--- src/rtl/intersection_cmd_queue.sv ---
// intersection_cmd_queue
//   Buffers car add/remove commands from a valid/ready producer and replays
//   them to IntersectionSimulator one at a time.
//   Each issued command is followed by GAP settling cycles.
//   Commands made illegal by the live car counts are discarded and flagged.
//
// Ports
//   clk, rst_n            clock, asynchronous active-low reset
//   cmdValid/cmdReady     producer handshake (cmdReady = !full, combinational)
//   cmdOp, cmdPlate       00 remA, 01 remB, 10 addA, 11 addB; plate number
//   numOfCarsA/B          live road counts from the simulator
//   mode, plateIn, action simulator command interface (3'b100 = display)
//   dropped               one-cycle pulse per discarded command
//   occupancy             FIFO entry count
module intersection_cmd_queue #(
  parameter int unsigned DEPTH   = 4,
  parameter int unsigned GAP     = 1,
  parameter int unsigned MAXCARS = 30
) (
  input  logic                       clk,
  input  logic                       rst_n,
  input  logic                       cmdValid,
  input  logic [1:0]                 cmdOp,
  input  logic [4:0]                 cmdPlate,
  output logic                       cmdReady,
  input  logic [4:0]                 numOfCarsA,
  input  logic [4:0]                 numOfCarsB,
  output logic [2:0]                 mode,
  output logic [4:0]                 plateIn,
  output logic                       action,
  output logic                       dropped,
  output logic [$clog2(DEPTH):0]     occupancy
);

  localparam int unsigned AW = $clog2(DEPTH);
  localparam int unsigned OW = AW + 1;
  localparam int unsigned CW = $clog2(GAP + 1);
  localparam logic [2:0]  MODE_DISPLAY = 3'b100;

  typedef struct packed {
    logic [1:0] op;
    logic [4:0] plate;
  } cmd_t;

  typedef enum logic [1:0] {IDLE, ISSUE, WAIT} state_t;

  cmd_t          mem [DEPTH];
  logic [AW-1:0] wrPtr;
  logic [AW-1:0] rdPtr;
  state_t        state;
  logic [CW-1:0] waitCnt;

  logic          full;
  logic          push;
  logic          pop;
  cmd_t          head;
  logic [4:0]    tgtCount;
  logic          headLegal;

  assign full     = (occupancy == OW'(DEPTH));
  assign cmdReady = !full;
  assign push     = cmdValid && !full;
  assign pop      = (state == IDLE) && (occupancy != '0);
  assign head     = mem[rdPtr];

  // op[0] selects road B, op[1] selects add; counts are used live, no shadow copy
  assign tgtCount  = head.op[0] ? numOfCarsB : numOfCarsA;
  assign headLegal = head.op[1] ? (32'(tgtCount) < MAXCARS) : (tgtCount != 5'd0);

  // FIFO storage; contents need no reset because occupancy gates every read
  always_ff @(posedge clk) begin
    if (push) mem[wrPtr] <= cmd_t'{op: cmdOp, plate: cmdPlate};
  end

  // Pointers wrap naturally at the power-of-two depth; occupancy disambiguates full/empty
  always_ff @(posedge clk or negedge rst_n) begin
    if (!rst_n) begin
      wrPtr     <= '0;
      rdPtr     <= '0;
      occupancy <= '0;
    end else begin
      if (push) wrPtr <= wrPtr + AW'(1);
      if (pop)  rdPtr <= rdPtr + AW'(1);
      case ({push, pop})
        2'b10:   occupancy <= occupancy + OW'(1);
        2'b01:   occupancy <= occupancy - OW'(1);
        default: occupancy <= occupancy;
      endcase
    end
  end

  // Command sequencer: pop/check in IDLE, one-cycle action in ISSUE, settle in WAIT
  always_ff @(posedge clk or negedge rst_n) begin
    if (!rst_n) begin
      state   <= IDLE;
      waitCnt <= '0;
      mode    <= MODE_DISPLAY;
      plateIn <= 5'd0;
      action  <= 1'b0;
      dropped <= 1'b0;
    end else begin
      action  <= 1'b0;
      dropped <= 1'b0;
      case (state)
        IDLE: begin
          mode <= MODE_DISPLAY;
          if (pop) begin
            if (headLegal) begin
              mode    <= {1'b0, head.op};
              plateIn <= head.plate;
              action  <= 1'b1;
              state   <= ISSUE;
            end else begin
              dropped <= 1'b1;
            end
          end
        end
        ISSUE: begin
          waitCnt <= CW'(GAP - 1);
          state   <= WAIT;
        end
        WAIT: begin
          if (waitCnt == '0) begin
            mode  <= MODE_DISPLAY;
            state <= IDLE;
          end else begin
            waitCnt <= waitCnt - CW'(1);
          end
        end
        default: begin
          mode  <= MODE_DISPLAY;
          state <= IDLE;
        end
      endcase
    end
  end

endmodule

--- config.mk ---
export PLATFORM = sky130hd
export DESIGN_NAME = intersection_cmd_queue
export DESIGN_NICKNAME = d
export VERILOG_FILES = /design/src/rtl/intersection_cmd_queue.sv
export SDC_FILE = /design/constraint.sdc
export NUM_CORES = 1
export LEC_CHECK = 0
export ABC_AREA = 1
export CAP_MARGIN = 10
export CORE_UTILIZATION = 45
export DETAILED_ROUTE_END_ITERATION = 6
export GPL_ROUTABILITY_DRIVEN = 0
export PLACE_DENSITY = 0.78
export SLEW_MARGIN = 20
export SYNTH_ARGS = -nofsm -noshare
export SYNTH_HDL_FRONTEND = slang
export SYNTH_SLANG_ARGS = --single-unit
export TNS_END_PERCENT = 20
--- constraint.sdc ---
create_clock -name clk -period 2.3 [get_ports clk]
set_input_delay 0.23 -clock clk [delete_from_list [all_inputs] [get_ports clk]]
set_output_delay 0.23 -clock clk [all_outputs]
set_load 0.05 [all_outputs]
Word level (Yosys, flattened, before mapping)
Memory sizes are Yosys's and may differ from the RTL's.
Cells that the tools add are included.
{"block": "word_totals", "ramBits": 28, "out_inout_bits": 14, "n_memories": 1, "inputBits": 20, "reg_bits": 20, "wordCells": 57}
{"block": "classes", "addsub": 5, "n_eq_ne": 8, "n_reduce_logical": 11, "muxes": 21, "n_lt_le_gt_ge": 1, "bitwise_logic": 1}
{"memory": "mem", "words": 4, "width": 7, "read_ports": 1, "rd_clocked_by_memory_dff": 0, "write_ports": 1, "line": "47", "text": "cmd_t mem [DEPTH];"}
{"cell": "two-way mux 1 bit", "n": 10}
{"cell": "two-way mux 3 bit", "n": 3}
{"cell": "one-hot mux 3 bit (3 select lines)", "n": 1}
{"cell": "two-way mux 2 bit", "n": 3}
{"cell": "inequality test 2 bit, second input constant", "n": 3}
{"cell": "one-hot mux 2 bit (3 select lines)", "n": 1}
{"cell": "one-hot mux 3 bit (2 select lines)", "n": 1}
{"cell": "AND reduction 3 bit", "n": 2}
{"cell": "< comparator 5 bit, second input constant", "n": 1}
{"cell": "two-way mux 5 bit", "n": 1}
{"cell": "nonzero test 5 bit", "n": 1}
{"cell": "adder 2 x 1 -> 2 bit, second input constant", "n": 2}
{"cell": "equality test 2 x 1 -> 1 bit, second input constant", "n": 2}
{"cell": "equality test 2 bit, second input constant", "n": 2}
{"cell": "nonzero test 2 bit", "n": 2}
{"cell": "adder 3 x 1 -> 3 bit, second input constant", "n": 1}
{"cell": "equality test 3 bit, second input constant", "n": 1}
{"cell": "nonzero test 3 bit", "n": 1}
{"cell": "subtractor 3 x 1 -> 3 bit, second input constant", "n": 1}
{"cell": "logical AND 1 bit", "n": 2}
{"cell": "logical NOT 2 bit", "n": 1}
{"cell": "one-hot mux 1 bit (2 select lines)", "n": 1}
{"cell": "AND reduction 2 bit", "n": 1}
{"cell": "logical NOT 1 bit", "n": 1}
{"cell": "2 further kinds", "n": 2}

Depth between registers and ports, before layout
Gate-level depths: netlist of the first run.
An unclocked memory read counts as a cell.
{"block": "logic_depth", "ltp_word": 7, "ltp_mapped": 10, "ltp_nobuf": 9}

Worst setup path before layout of the first run
OpenSTA, ideal clock, no wires.
{"block": "synth_timing", "path_type": "register to register", "startpoint": "reg occupancy[2]", "endpoint": "reg occupancy[2]", "t_arrival_ns": 2.529, "stages_incl_launch_ff": 9, "setup_slack_ns": -0.371, "n_path_buf": 0, "setup_time_ns": 0.142, "cell_sequence": "dfrtp_1 nand3_1 nand2_1 ha_1 inv_1 fa_1 a21oi_1 o21ai_0 xnor2_1"}
{"block": "synth_between", "elab_chain_cells": 5, "elab_cells_between_ends": 11, "classes_between": "2 x add/sub; 3 x eq/ne; 1 x mux; 5 x reduce/logical"}
{"element": "start: declaration", "line": "32", "text": "output logic [$clog2(DEPTH):0] occupancy"}
{"element": "start signal: assignment", "line": "85", "text": "2'b10: occupancy <= occupancy + OW'(1);"}
{"element": "start signal: assignment", "line": "86", "text": "2'b01: occupancy <= occupancy - OW'(1);"}
{"element": "start signal: assignment", "line": "87", "text": "default: occupancy <= occupancy;"}
{"element": "equality test 3 bit *", "line": "60", "text": "assign full = (occupancy == OW'(DEPTH));"}
{"element": "logical NOT 1 bit *"}
{"element": "named net cmdReady", "line": "25", "text": "output logic cmdReady,"}
{"element": "logical AND 1 bit *", "line": "62", "text": "assign push = cmdValid && !full;"}
{"element": "equality test 2 x 1 -> 1 bit or equality test 2 bit (tied branches)", "line": "84", "text": "case ({push, pop})"}
{"element": "one-hot mux 3 bit (2 select lines) or nonzero test 2 bit (tied branches)"}
Mark *: on every way through the listed nets, which the timed path passes. The rest lies on a longest branch.
A chain may end at the register's enable or synchronous reset.

Final worst setup path of the first run
{"block": "layout_timing", "startpoint": "reg occupancy[0]", "endpoint": "reg occupancy[2]"}
{"block": "layout_between", "elab_chain_cells": 5, "elab_cells_between_ends": 11, "classes_between": "2 x add/sub; 3 x eq/ne; 1 x mux; 5 x reduce/logical"}
{"element": "equality test 3 bit", "line": "60"}
{"element": "logical NOT 1 bit", "line": "62"}
{"element": "logical AND 1 bit", "line": "62"}
{"element": "equality test 2 x 1 -> 1 bit or equality test 2 bit (tied branches)", "line": "84"}
{"element": "one-hot mux 3 bit (2 select lines) or nonzero test 2 bit (tied branches)"}
Several ways; a longest one is shown, not always the timed one.

==> out/qor.yml, run 1 <==
outcome: "finished, final reports clean"
cp.buffers_inverters: 2
fin_skew_ns: 0.00522
synth_xor_xnor_area_share_pct: 2.16
fp.dieH_um: 69.2
power_mw: 3.82
syn-num-nets: 204
num-nets-final: 247
row_count: 24
fin_tns_setup_ns: 0
cts_setup_buffers: 0
cts_tree: "built"
period_share_pct: 85.0
syn_inst: 178
yosysUniqueCellTypes: 24
clk_latency_ns: 0.30
viasPerCell: 4.95
cp_slowest_stage_delay_ns: 0.42
fin_crit_ns: 1.95
synth-simple-area-share_pct: 18.1
grt_max_degree: 20
grt-ovfl-total: 0
slew_headroom_pct: 66.4
worst-r2r-cell-count: 9
fmax_mhz: 512
ys_ff_latch: 47
syn_avg_cell_area_um2: 11.4
finalSetupViolCount: 0
syn_area_um2: 2030
cp-start-kind: "flip-flop"
yosysWarnings: 0
grt_use_total_pct: 17.2
port_buffers: 33
dr_total_vias: 1357
path_common_cell: "inv_1"
hold_class: "input port to async pin"
rsz0062_at_grt: "no"
synth_compound_area_share_pct: 5.85
routed_wirelength_mm: 3.54
num_antenna_cells: 0
mostFrequentLayoutCells: "33 x clkdlybuf4s50_1, 28 x nand2_1, 28 x edfxtp_1, 20 x nor2_1, 19 x inv_1"
drive_gt1_share_pct: 13.1
cp.required_ns: 2.48
pin_count: 34
area_growth_pct: 27.0
drtIter0Drc: 79
ctsHoldBuffers: 0
ant_nets: 0
drv_slew: 0
antenna_found_initial: 0
cts_root_buffer: "clkbuf_8"
seq_area_frac_synth_pct: 64.8
wire_per_inst_um: 12.9
reg2reg_setup_slack_ns: 0.35
clock_sinks: 47
cp.depth: 9
dr.pass1.iters: 4
muxShareOfSynthArea_pct: 0
power.leakage_nw: 1.07
slowest_stage: "dfrtp_1"
crit_chain: "inv_1 -> nand3_4 -> nand2_2 -> ha_1 -> inv_1 -> fa_1 -> a21oi_1 -> o21ai_0 -> xnor2_1"
dpl.hpwl_mm: 2.53
drcViolationCount: 0
grt_pass1_wl_mm: 6.27
critPathArrivalTime_ns: 2.14
path_clk_slew_ns: 0.08
powerDensity_nw_per_um2: 1480
peakVddDrop_mv: 0.575
maxCapViolCount: 0
critical_path_class: "flip-flop to flip-flop"
critPathCaptureType: "flip-flop"
synthAdderAreaFrac_pct: 4.06
design.die.area_um2: 4790
first_global_vias: 1368
synth_top_family_by_area: "simple AND/OR/NAND/NOR gates"
cp_max_fo: 8
finalHoldViolations: 0
fp.dieW_um: 69.2
coreArea_um2: 4350
final_common_cell: "clkdlybuf4s50_1"
h-tree-depth: 2
cts_buffers: 5
cts.repair.resized: 0
start_util_pct: 46.7
clock_path_buffers: 2
cp_top_family: "adder cells"
tightest_slew_ns: 0.503
## stage by stage
step | utilization [%] | instance area, µm² | instances | hold slack, ns | setup WS (ns)
2_1_floorplan | - | 2050 | 178 | -0.0656 | 0.0199
3_3_place_gp | 56.8 | 2470 | 266 | 0.458 | 0.417
3_5_place_dp | 56.8 | 2470 | 266 | 0.465 | 0.328
4_1_cts | 59.3 | 2580 | 274 | 0.265 | 0.335
5_1_grt | 59.3 | 2580 | 274 | 0.294 | 0.163
6_report | 59.3 | 2580 | 274 | 0.256 | 0.345
## report_power, final
| part | switching, mW | internal [mW] | total (mW) |
|---|---|---|---|
| combinational | 1.23 | 0.665 | 1.90 |
| clock | 0.262 | 0.318 | 0.580 |
| sequential | 0.158 | 1.18 | 1.34 |
| total | 1.65 | 2.17 | 3.82 |
## final timing paths
| path | startpoint | to |
|---|---|---|
| setup / recovery | occupancy[0] | occupancy[2] |
| hold / removal | rst_n | occupancy[1] |
| setup reg to reg | occupancy[0] | occupancy[2] |
| hold reg to reg | state[1] | state[1] |
| max in group asynchronous | rst_n | mode[2] |
| min in group clk | state[1] | state[1] |
## registers in the layout, summed over array words and instances (netlist names)
name / cells
plateIn: 5
state: 2
mem: 28
dropped: 1
wrPtr: 2
occupancy: 3
rdPtr: 2
mode: 3
action: 1
## synthesized netlist by cell type
| cell | instances | area share, % |
|---|---|---|
| a21boi_1 | 1 | 0.37 |
| a21oi_1 | 2 | 0.49 |
| buf_2 | 3 | 0.74 |
| buf_4 | 1 | 0.37 |
| dfrtp_1 | 18 | 22 |
| dfstp_2 | 1 | 1.3 |
| edfxtp_1 | 28 | 41 |
| fa_1 | 1 | 0.99 |
| ha_1 | 5 | 3.1 |
| inv_1 | 19 | 3.5 |
| inv_2 | 2 | 0.37 |
| nand2_1 | 29 | 5.4 |
| nand2_2 | 4 | 1.2 |
| nand3_1 | 3 | 0.74 |
| nand3_2 | 2 | 0.99 |
| nand3_4 | 3 | 2.6 |
| nand4_1 | 9 | 2.8 |
| nor2_1 | 20 | 3.7 |
| nor3_1 | 3 | 0.74 |
| o21ai_0 | 12 | 3.0 |
| o21ai_1 | 2 | 0.49 |
| o22ai_1 | 5 | 1.5 |
| xnor2_1 | 2 | 0.86 |
| xor2_1 | 3 | 1.3 |
## metal layers
layer / share of wire (%) / global-route usage [%]
met5: 0 / 0
met3: 4.8 / 4.65
met2: 47 / 27.4
met1: 46 / 21.9
met4: 2.1 / 8.16
## area by class of cell
cell class,instances,area (µm²)
timing repair buffer,40,383
clock inverter,3,38.8
sequential,47,1320
clock buffer,5,68.8
fill,357,1770
inverter,21,78.8
multi-input combinational,106,628
tap,52,65.1
## logic make-up after synthesis
group / after synthesis
buffers and inverters: 25
adders and majority gates: 6
DFF: 47
and+or+nand+nor: 73
AOI/OAI and AO/OA: 22
xor gates and xnor gates: 5
## worst reg2reg max path, cell delays in order, from the launching register on
cell	delay (ns)
dfrtp_1	0.42
inv_1	0.15
nand3_4	0.09
nand2_2	0.14
ha_1	0.16
inv_1	0.06
fa_1	0.38
a21oi_1	0.14
o21ai_0	0.13
xnor2_1	0.16
No activity file was read; power rests on OpenSTA's default activity.
==> run 2: changes to the inputs <==
--- a/config.mk
+++ b/config.mk
@@ -10,7 +10,7 @@
 export CORE_UTILIZATION = 45
 export DETAILED_ROUTE_END_ITERATION = 6
 export GPL_ROUTABILITY_DRIVEN = 0
-export PLACE_DENSITY = 0.78
+export PLACE_DENSITY = 0.81
 export SLEW_MARGIN = 20
 export SYNTH_ARGS = -nofsm -noshare
 export SYNTH_HDL_FRONTEND = slang
==> constraint.sdc (replaced) <==
create_clock -name clk -period 1.65 [get_ports clk]
set_input_delay 0.165 -clock clk [delete_from_list [all_inputs] [get_ports clk]]
set_output_delay 0.165 -clock clk [all_outputs]
set_load 0.05 [all_outputs]
==> out/qor.yml, run 2 (synthesis results as in run 1) <==
violations: "negative setup slack"
seq_area_um2: 1320  # +0.19%
period_share_pct: 101  # +16 points
wire_per_inst_um: 12.7  # -1.2%
fin_skew_ns: 0.00961  # +0.00439 ns
maxCapViolCount: 0  # unchanged
outcome: "finished, violations left"
design.die.area_um2: 4790  # unchanged
fp.dieW_um: 69.2  # unchanged
fp.dieH_um: 69.2  # unchanged
rsz0062_at_grt: "yes"
setup_ws_ns: -0.0129  # -0.358 ns
cp_max_fo: 3  # -5
routed_wirelength_mm: 3.59  # +1.6%
port_buffers: 33  # unchanged
power_mw: 5.63  # +47%
fin_crit_ns: 1.66  # -0.292 ns
antenna_found_initial: 0  # unchanged
coreArea_um2: 4350  # unchanged
cp-start-kind: "flip-flop"
reg2reg_setup_slack_ns: -0.01  # -0.36 ns
critPathCaptureType: "flip-flop"
area_growth_pct: 31.9
cts_buffers: 5  # unchanged
mostFrequentLayoutCells: "28 x nand2_1, 28 x edfxtp_1, 24 x clkdlybuf4s50_1, 21 x buf_4, 18 x nor2_1"
row_count: 24  # unchanged
grt_max_degree: 20  # unchanged
cts_tree: "built"
grt_use_total_pct: 16.4  # -0.80 points
clock_sinks: 47  # unchanged
finalSetupViolCount: 1  # +1
power.leakage_nw: 1.15  # +7.1%
hold_class: "input port to async pin"
dr_total_vias: 1394  # +2.7%
drcViolationCount: 0  # unchanged
holdWs_ns: 0.203  # -0.0527 ns
start_util_pct: 46.7  # unchanged
clk_latency_ns: 0.29  # about the same
cts_root_buffer: "clkbuf_8"
tightest_slew_ns: 0.502  # -0.00135 ns
pre_cts_ws_ns: -0.0359  # -0.364 ns
instances_no_fill: 282  # +2.9%
top_register: "mem"
critical_path_class: "flip-flop to flip-flop"
h-tree-depth: 2  # unchanged
fmax_mhz: 601  # +18%
first_global_vias: 1324  # -3.2%
num_antenna_cells: 0  # unchanged
largest_reg_flops: 28  # unchanged
dr.pass1.iters: 4  # unchanged
top_regs: "mem: 28 flops, plateIn: 5 flops"
drtIter0Drc: 77  # -2.5%
critPathArrivalTime_ns: 1.85  # -0.29 ns
drive_gt1_share_pct: 23.9  # +11 points
viasPerCell: 4.94  # -0.19%
dpl.hpwl_mm: 2.59  # +2.5%
cp.required_ns: 1.84  # -0.64 ns
num-nets-final: 255  # +3.2%
drv_slew: 0  # unchanged
grt-ovfl-total: 0  # unchanged
powerDensity_nw_per_um2: 2100  # +42%
grt_pass1_wl_mm: 6.03  # -3.8%
path_clk_slew_ns: 0.08  # about the same
placedCellCount: 270  # +1.5%
finalHoldViolations: 0  # unchanged
peakVddDrop_mv: 0.837  # +46%
post-route-util_pct: 61.6  # +2.3 points
fill_cells: 326  # -8.7%
slew_headroom_pct: 66.5  # +0.14 points
pin_count: 34  # unchanged
multiInputGateArea_um2: 671  # +6.8%
clock_path_buffers: 2  # unchanged
ant_nets: 0  # unchanged
==> run 2: cell count changes in the layout (fill, tap and decap cells not counted), sizes merged <==
| cell | delta |
|---|---|
| buf | +14 |
| clkdlybuf4s50 | -9 |
| dlymetal6s2s | +3 |
| clkbuf | +2 |
| clkinv | -2 |
==> run 2: layout make-up <==
type / count / share of cell area [%]
Sequential cell: 47 / 49.3
Multi-Input combinational cell: 106 / 25.0
Timing Repair Buffer: 48 / 16.2
Inverter: 21 / 3.03
Clock buffer: 7 / 2.85
Tap cell: 52 / 2.43
Clock inverter: 1 / 1.12
==> run 2: worst paths after layout <==
kind,start,to,cells after the start
worst max-delay path,occupancy[1],occupancy[2],9
worst min-delay path,rst_n,state[1],2
max in group asynchronous,rst_n,mode[2],2
min in group clk,plateIn[3],plateIn[3],2
worst min register to register,plateIn[3],plateIn[3],2
worst max register to register,occupancy[1],occupancy[2],9
==> run 2: timing repair <==
| action | in CTS | in global routing |
|---|---|---|
| endpoints found under the setup margin | 1 | 4 |
| setup buffers | 4 | 0 |
| gates resized for setup | 2 | 7 |
| pin swaps | 6 | 3 |
| hold buffers | 0 | 0 |
==> run 2: report_power, final <==
| part | total, mW | internal, mW | switching [mW] |
|---|---|---|---|
| clock network | 0.802 | 0.453 | 0.349 |
| logic | 2.95 | 1.12 | 1.84 |
| registers | 1.88 | 1.66 | 0.220 |
==> run 2: per-layer routing <==
layer / up-vias / track usage [%] / wire, µm
met5: - / 0 / 0
met4: 0 / 6.35 / 49
met3: 6 / 4.36 / 153
met2: 31 / 27.8 / 1820
met1: 652 / 20.0 / 1570
li1: 705 / - / -
==> run 2: metrics by stage <==
stage | TNS, ns | instance area, µm²
2_1_floorplan | -0.557 | 2080
4_1_cts | 0 | 2660
3_5_place_dp | -0.0359 | 2520
5_1_grt | -0.0812 | 2680
3_3_place_gp | 0 | 2520
6_report | -0.0129 | 2680
==> run 2: critical path, stage by stage, from the launching register on <==
cell	delay [ns]
dfrtp_2	0.44
inv_2	0.09
nand3_4	0.09
nand2_4	0.08
ha_4	0.12
inv_2	0.03
fa_2	0.35
a21oi_2	0.15
o21ai_2	0.07
xnor2_1	0.12
==> run 3: changes to the inputs <==
--- a/config.mk
+++ b/config.mk
@@ -10,8 +10,9 @@
 export CORE_UTILIZATION = 45
 export DETAILED_ROUTE_END_ITERATION = 6
 export GPL_ROUTABILITY_DRIVEN = 0
-export PLACE_DENSITY = 0.81
-export SLEW_MARGIN = 20
+export MAX_ROUTING_LAYER = met4
+export PLACE_DENSITY = 0.72
+export SLEW_MARGIN = 5
 export SYNTH_ARGS = -nofsm -noshare
 export SYNTH_HDL_FRONTEND = slang
 export SYNTH_SLANG_ARGS = --single-unit
==> out/qor.yml, run 3 (synthesis results as in run 1) <==
pin_count: 34  # unchanged
seq_power_share_pct: 33.4  # about the same
maxCapViolCount: 0  # unchanged
p_sw_mw: 2.40  # -0.47%
power.leakage_nw: 1.15  # +0.51%
critPathArrivalTime_ns: 1.84  # about the same
reg2reg_from: "state[0]"
combPwrFrac_pct: 51.8  # -0.6 points
design.die.area_um2: 4790  # unchanged
finalHoldViolations: 0  # unchanged
placedCellCount: 271  # +0.37%
grt-ovfl-total: 0  # unchanged
coreArea_um2: 4350  # unchanged
instances_no_fill: 282  # unchanged
violations: "negative setup slack"
cts_root_buffer: "clkbuf_8"
final_cell_area_um2: 2680  # -0.14%
rsz0062_at_grt: "yes"
peakVddDrop_mv: 0.894  # +6.8%
setup_ws_ns: -0.00733  # +0.00553 ns
cp.required_ns: 1.83  # about the same
wire_per_inst_um: 12.3  # -3.8%
worst-r2r-cell-count: 9  # unchanged
powerDensity_nw_per_um2: 2090  # -0.53%
routed_wirelength_mm: 3.46  # -3.8%
first_global_vias: 1243  # -6.1%
fin_skew_ns: 0.00389  # -0.00572 ns
grt_pass1_wl_mm: 5.92  # -1.8%
cp_max_fo: 2  # -1
mostFrequentLayoutCells: "28 x nand2_1, 28 x edfxtp_1, 24 x buf_4, 21 x clkdlybuf4s50_1, 18 x nor2_1"
fp.dieH_um: 69.2  # unchanged
cp-start-kind: "flip-flop"
p_int_mw: 3.20  # -0.82%
dr.pass1.iters: 4  # unchanged
drive_gt1_share_pct: 26.1  # +2.2 points
startpoint: "state[0]"
fp.dieW_um: 69.2  # unchanged
swShare_pct: 42.8  # +0.088 points
critical_path_class: "flip-flop to flip-flop"
post-route-util_pct: 61.5  # -0.086 points
path_common_cell: "inv_2"
outcome: "finished, violations left"
largest_reg_flops: 28  # unchanged
clk_latency_ns: 0.29  # about the same
num_antenna_cells: 0  # unchanged
clock_path_buffers: 2  # unchanged
drtIter0Drc: 65  # -16%
row_count: 24  # unchanged
clock_sinks: 47  # unchanged
cp.buffers_inverters: 2  # unchanged
finalSetupViolCount: 1  # unchanged
placed_cell_area_um2: 2520  # unchanged
grt_max_degree: 20  # unchanged
r2r-end: "occupancy[2]"
ctsHoldBuffers: 0  # unchanged
slew_headroom_pct: 66.2  # -0.29 points
cp_slowest_stage_delay_ns: 0.40  # -0.04 ns
h-tree-depth: 2  # unchanged
fin_crit_ns: 1.66  # -0.00553 ns
port_buffers: 33  # unchanged
drv_slew: 0  # unchanged
viasPerCell: 4.87  # -1.4%
hold_class: "input port to async pin"
crit_chain: "nor2_2 -> inv_2 -> nor2_4 -> ha_4 -> inv_2 -> fa_2 -> a21oi_2 -> o21ai_2 -> xnor2_1"
area_growth_pct: 31.7
dr_total_vias: 1374  # -1.4%
period_share_pct: 100  # -0.34 points
top_register: "mem"
critPathCaptureType: "flip-flop"
path_clk_slew_ns: 0.09  # about the same
reg2reg_setup_slack_ns: -0.007  # about the same
cp.depth: 9  # unchanged
fmax_mhz: 603  # +0.33%
pwr-share-clk_pct: 14.7  # +0.5 points
antenna_found_initial: 0  # unchanged
grt_use_total_pct: 16.2  # -0.22 points
num-nets-final: 255  # unchanged
cp_top_family: "adder cells"
tightest_slew_ns: 0.506  # +0.00438 ns
ant_nets: 0  # unchanged
cts_buffers: 5  # unchanged
top_regs: "mem: 28 flops, plateIn: 5 flops"
cts_tree: "built"
drcViolationCount: 0  # unchanged
dpl.hpwl_mm: 2.43  # -6.2%
start_util_pct: 46.7  # unchanged
slowest_stage: "dfrtp_1"
-- run 3: what timing repair did --
action / in CTS / in global routing
pin swaps: 0 / 6
resized for setup: 1 / 7
buffers inserted: 2 / 1
endpoints found under the hold margin: 0 / 0
setup endpoints to repair: 1 / 5
-- run 3: layout make-up --
cell class | count | area [µm²]
Inverter | 21 | 78.8
Sequential cell | 47 | 1320
Fill cell | 346 | 1680
Multi-Input combinational cell | 106 | 671
Tap cell | 52 | 65.1
Clock buffer | 5 | 68.8
Clock inverter | 3 | 43.8
Timing Repair Buffer | 48 | 428
-- run 3: worst max-delay path by stage --
stage / endpoint / slack [ns]
2_1_floorplan: occupancy[2] / -0.33
3_3_place_gp: occupancy[2] / 0.01
3_5_place_dp: occupancy[2] / -0.03
4_1_cts: occupancy[2] / -0.005
5_1_grt: occupancy[2] / -0.13
6_report: occupancy[2] / -0.007
-- run 3: worst reg2reg max path, cell delays in order, from the launching register on --
cell and delay [ns]:
dfrtp_1 0.40, nor2_2 0.12, inv_2 0.05, nor2_4 0.12, ha_4 0.13, inv_2 0.03, fa_2 0.35, a21oi_2 0.15
o21ai_2 0.07, xnor2_1 0.12
-- run 3: power by group through the flow --
stage | combinational (mW) | sequential [mW] | clock (mW)
after floorplan | 1.56 | 2.34 | 0
after global placement | 2.75 | 1.89 | 0
after detailed placement | 2.81 | 1.90 | 0
after CTS | 2.87 | 1.87 | 0.843
after global routing | 3.20 | 1.92 | 0.891
final | 2.90 | 1.87 | 0.825
-- run 3: layer usage --
metal  vias to the layer above  part of all wire [%]  track usage (%)
li1                        704                     -                -
met1                       646                    48             21.6
met2                        22                    48             24.7
met3                         2                   3.1             4.07
met4                         0                  0.84             4.76
met5                         -                     0                -
-- run 3: through the flow --
step           hold WS (ns)  setup slack, ns  power, mW  setup TNS (ns)
2_1_floorplan        -0.131           -0.327       3.91          -0.557
3_3_place_gp          0.457           0.0127       4.64               0
3_5_place_dp          0.461          -0.0255       4.71         -0.0255
4_1_cts               0.198         -0.00482       5.59        -0.00482
5_1_grt               0.208           -0.130       6.01          -0.130
6_report              0.192         -0.00733       5.60        -0.00733
